==> src/rtl/ram_port_arbiter.sv <==
// ram_port_arbiter
// Round-robin arbiter sharing one synchronous single-port RAM among
// req_count requesters. Each access runs IDLE -> ACCESS -> RESP: the
// winner and its payload are captured in IDLE, presented to the RAM in
// ACCESS, and the RAM's registered output is returned with a done pulse
// in RESP.

module ram_port_arbiter #(
    parameter int mem_width  = 12,
    parameter int addr_width = 12,
    parameter int req_count  = 4
) (
    input  logic                            clk,
    input  logic                            reset,
    input  logic [req_count-1:0]            req,
    input  logic [req_count-1:0]            req_we,
    input  logic [addr_width*req_count-1:0] req_addr,
    input  logic [mem_width*req_count-1:0]  req_wdata,
    output logic [req_count-1:0]            gnt,
    output logic [req_count-1:0]            done,
    output logic [mem_width-1:0]            rdata,
    output logic                            busy,
    output logic [addr_width-1:0]           ram_addr,
    output logic [mem_width-1:0]            ram_wdata,
    output logic                            ram_we,
    input  logic [mem_width-1:0]            ram_rdata
);

    localparam int idx_w = (req_count > 1) ? $clog2(req_count) : 1;

    localparam logic [1:0] IDLE   = 2'd0;
    localparam logic [1:0] ACCESS = 2'd1;
    localparam logic [1:0] RESP   = 2'd2;

    logic [1:0]            state;
    logic [idx_w-1:0]      winner;
    logic [idx_w-1:0]      last_winner;
    logic [idx_w-1:0]      pick_idx;
    logic [idx_w-1:0]      cand_idx;
    logic                  pick_valid;
    logic                  lat_we;
    logic [addr_width-1:0] lat_addr;
    logic [mem_width-1:0]  lat_wdata;
    logic [req_count-1:0]  winner_onehot;

    logic [addr_width-1:0] addr_slice  [req_count];
    logic [mem_width-1:0]  wdata_slice [req_count];

    // Unpack the flat request buses into one word per requester.
    for (genvar j = 0; j < req_count; j++) begin : g_unpack
        assign addr_slice[j]  = req_addr[(j+1)*addr_width-1 -: addr_width];
        assign wdata_slice[j] = req_wdata[(j+1)*mem_width-1 -: mem_width];
    end

    // Round-robin search: first set req bit upward from last_winner+1, wrapping.
    always_comb begin
        // NOTE: every variable gets a default before the loop so no path
        // leaves it unassigned, which would otherwise infer a latch.
        pick_valid = 1'b0;
        pick_idx   = '0;
        cand_idx   = '0;
        for (int i = 1; i <= req_count; i++) begin
            cand_idx = idx_w'((int'(last_winner) + i) % req_count);
            if (!pick_valid && req[cand_idx]) begin
                pick_valid = 1'b1;
                pick_idx   = cand_idx;
            end
        end
    end

    // Access sequencer: capture winner in IDLE, then step through ACCESS and RESP.
    always_ff @(posedge clk) begin
        // NOTE: sequential state uses non-blocking assignments so every
        // register samples pre-edge values regardless of statement order.
        if (reset) begin
            state       <= IDLE;
            last_winner <= idx_w'(req_count - 1);
            winner      <= '0;
            lat_we      <= 1'b0;
            lat_addr    <= '0;
            lat_wdata   <= '0;
        end else begin
            case (state)
                IDLE: begin
                    if (pick_valid) begin
                        winner      <= pick_idx;
                        last_winner <= pick_idx;
                        lat_we      <= req_we[pick_idx];
                        lat_addr    <= addr_slice[pick_idx];
                        lat_wdata   <= wdata_slice[pick_idx];
                        state       <= ACCESS;
                    end
                end
                ACCESS:  state <= RESP;
                RESP:    state <= IDLE;
                default: state <= IDLE;
            endcase
        end
    end

    // Output decode: grants and pulses follow the state and the captured winner.
    always_comb begin
        winner_onehot = {{(req_count-1){1'b0}}, 1'b1} << winner;
        busy          = (state == ACCESS) || (state == RESP);
        gnt           = busy ? winner_onehot : '0;
        done          = (state == RESP) ? winner_onehot : '0;
        rdata         = (state == RESP) ? ram_rdata : '0;
        ram_we        = (state == ACCESS) && lat_we;
        ram_addr      = lat_addr;
        ram_wdata     = lat_wdata;
    end

endmodule

==> config.mk <==
export PLATFORM = sky130hd
export DESIGN_NAME = ram_port_arbiter
export DESIGN_NICKNAME = d
export VERILOG_FILES = /design/src/rtl/ram_port_arbiter.sv
export SDC_FILE = /design/constraint.sdc
export NUM_CORES = 1
export LEC_CHECK = 0
export BUFFER_PORTS_ARGS = -buffer_cell sky130_fd_sc_hd__buf_2
export CAP_MARGIN = 20
export CORE_MARGIN = 2
export CORE_UTILIZATION = 44
export DETAILED_ROUTE_END_ITERATION = 16
export PLACE_DENSITY = 0.87
export SLEW_MARGIN = 40
export SYNTH_ARGS = -nofsm -noshare
export SYNTH_HDL_FRONTEND = slang
export SYNTH_SLANG_ARGS = --single-unit
==> constraint.sdc <==
create_clock -name clk -period 4.8 [get_ports clk]
set_clock_uncertainty 0.15 [all_clocks]
set_input_delay 0.24 -clock clk [delete_from_list [all_inputs] [get_ports clk]]
set_output_delay 0.24 -clock clk [all_outputs]
set_load 0.01 [all_outputs]
==> metrics <==
Crit Path Class reg -> reg; drt wl/cell 12.9 um; Multi-input gate area 1410 um2; sequential share of power 0.350; Synth area leaders dfxtp_1, mux2i_1, o221ai_2; outcome finished, final reports clean; Top Ports 164; CP max FO 29; Critical Path, Cell by Cell a31oi_2, a21oi_4, buf_4, mux2i_1, o221ai_2; P&R area growth vs syn 39.9%; vias between 2000 and 2500; Final Max Slew Viols 0; commonest non-fill, non-tap cell in the layout buf_2; pwr dens a little over 300 nW/um2; Clock Tree Buf Depth 2; Bufs and invs on worst path 1; Sink Count 31; Leakage roughly 1.6 nW; Hold/Removal Path Class in -> reg; post-detail-place hpwl about 4400 um; DRT iter0 DRCs 69; Arr. time, crit path 2.21 ns; Max Freq 449 MHz; DIE WIDTH 74.7 um; WHS Path Cells 3; Antenna Nets Post-Route 0; nature of the critical path startpoint register; reg2reg path depth 5; # port buffers about 160; setup TNS 0 ns; crit end category register; FF+latch area 621 um2; CP top delay family compound AO/OA/AOI/OAI gates; clock slew at reported path FFs 0.07 ns; fin crit share 0.464; Final min period 2.23 ns; ant diodes 0; most frequent cells in the layout buf_2, mux2i_1, nand2_1, dfxtp_1, o221ai_2; routed vias/inst between 4 and 5; CTS buffer count 5; Post-layout nets 490; vias in the first global route 2055; Synth area leader dfxtp_1; initial antenna violation count 0; CTS root buf clkbuf_8; Crit path required time 4.78 ns; first-pass GRT wire length 8480 um; synthesized flop and latch total 31; Worst IR Drop VDD 0.170 mV; RD Place Congestion 0.811; Clock power frac 0.280; drt drc 0; layout cells sized above 1 0.561; CTS tree done; Net Count, Synth 335; Critical R2R Capture ram_addr[2]; largest net degree at the start of global routing 30; residual overflow from global routing 0; Worst-Skew Late Latency 0.27 ns; setup violators final 0; max-cap violations 0; CP peak stage delay 0.49 ns; Initial Util 0.460; slew margin rel. 0.463; P_sw 0.301 mW; Routed WL between 5000 and 6000 um; R2R Setup Slk 2.57 ns; fillers around 400; Distinct cells, synth 36; DRT Pass-1 Iters 4; Crit-path slowest cell buf_4; Synth Instances around 210; die area 5590 um2; Net Sw Frac 0.321; mapped cell area around 2200 um2; Tightest Pin Transition just over 0.8 ns; hold endpoint ram_addr[8]; Syn Area/Cell 10.3 um2; height of the die 74.7 um; htree depth 2; total power draw approximately 0.94 mW; Comb pwr share 0.370; Seq/Total Area, Yosys 0.282; RSZ-0062 raised after global routing no; row count 25; Tot GR Track Use 0.192; reg2reg start last_winner[1]; Core ar. 4790 um2; total of cells resized after clock tree synthesis 0; hold wc startpoint req_addr[20]; # hold bufs at CTS 0; Pint 0.637 mW; WHS 0.0994 ns; final hold vios 0; Synth Warn # 0; share of the synthesized area in the top cell type 0.282; Setup Buffers After CTS 0
power by group through the flow:
stage	Sequential (mW)	Clock, mW	Combinational, mW
after floorplan	0.342	0	0.245
after global placement	0.333	0	0.339
after detailed placement	0.332	0	0.349
after CTS	0.328	0.272	0.348
after global routing	0.335	0.283	0.380
final	0.328	0.263	0.347
cell type report:
| class | count | area share |
|---|---|---|
| Tap cell | 67 | 0.0272 |
| Clock buffer | 6 | 0.0268 |
| Multi-Input combinational cell | 162 | 0.458 |
| Inverter | 3 | 0.00365 |
| Sequential cell | 31 | 0.201 |
| Timing Repair Buffer | 165 | 0.272 |
| Clock inverter | 2 | 0.0114 |
through the flow:
step	instance area, um2	utilization	instances	setup WS (ns)
6_report	3080	0.644	436	2.57
5_1_grt	3080	0.644	436	2.39
4_1_cts	3070	0.641	435	2.12
3_5_place_dp	2950	0.616	427	2.12
3_3_place_gp	2950	0.616	427	2.18
2_1_floorplan	2200	-	213	3.08
synthesized netlist by cell type, drive strengths merged:
master / number
mux2i: 51
nand2: 33
dfxtp: 31
o221ai: 25
buf: 14
and2: 13
nor2: 7
a21oi: 6
nand2b: 6
ha: 4
clkbuf: 3
inv: 3
and3: 2
and3b: 2
nor3b: 2
a21boi: 1
a2bb2oi: 1
a31oi: 1
nand3: 1
nor2b: 1
nor3: 1
nor4: 1
o211a: 1
o21ai: 1
o21bai: 1
o22a: 1
tightest hold or removal path: cells and delay by family:
| kind | cells | cell delay [ns] |
|---|---|---|
| AOI/OAI and AO/OA | 1 | 0.11 |
| buffers and inverters | 1 | 0.07 |
| muxes | 1 | 0.06 |
worst max path at each step:
| stage | start | endpoint | slack (ns) | cells past startpoint |
|---|---|---|---|---|
| finish | last_winner[1] | ram_addr[2] | 2.57 | 5 |
| global route | last_winner[1] | ram_wdata[7] | 2.39 | 6 |
| CTS | last_winner[1] | ram_addr[2] | 2.12 | 5 |
| detailed placement | req[0] | ram_addr[2] | 2.12 | 7 |
| global placement | req[0] | ram_wdata[3] | 2.18 | 7 |
| floorplan | last_winner[1] | lat_we | 3.08 | 7 |
sequential cells by signal (all words and copies together), names as in the netlist:
signal       count
last_winner      2
lat_we           1
ram_addr        12
ram_wdata       12
state            2
winner           2
routing by layer:
layer  up-vias  GRT usage  part of all wire  wire length, um
li1       1094          -                 -                -
met1       959      0.206              0.40             2270
met2       103      0.377              0.52             2930
met3         2     0.0509             0.073              412
met4         0     0.0357            0.0034               19
met5         -          0                 0                0
kinds of logic (layout without fill, tap and decap cells):
group / count (synthesis) / count (layout) / synth area share
adders and majority gates: 4 / 4 / 0.0227
buffers and inverters: 20 / 176 / 0.0790
muxes: 51 / 51 / 0.232
DFF: 31 / 31 / 0.282
and+or+nand+nor: 69 / 69 / 0.169
AOI/OAI and AO/OA: 38 / 38 / 0.216
No activity file was read; power rests on OpenSTA's default activity.
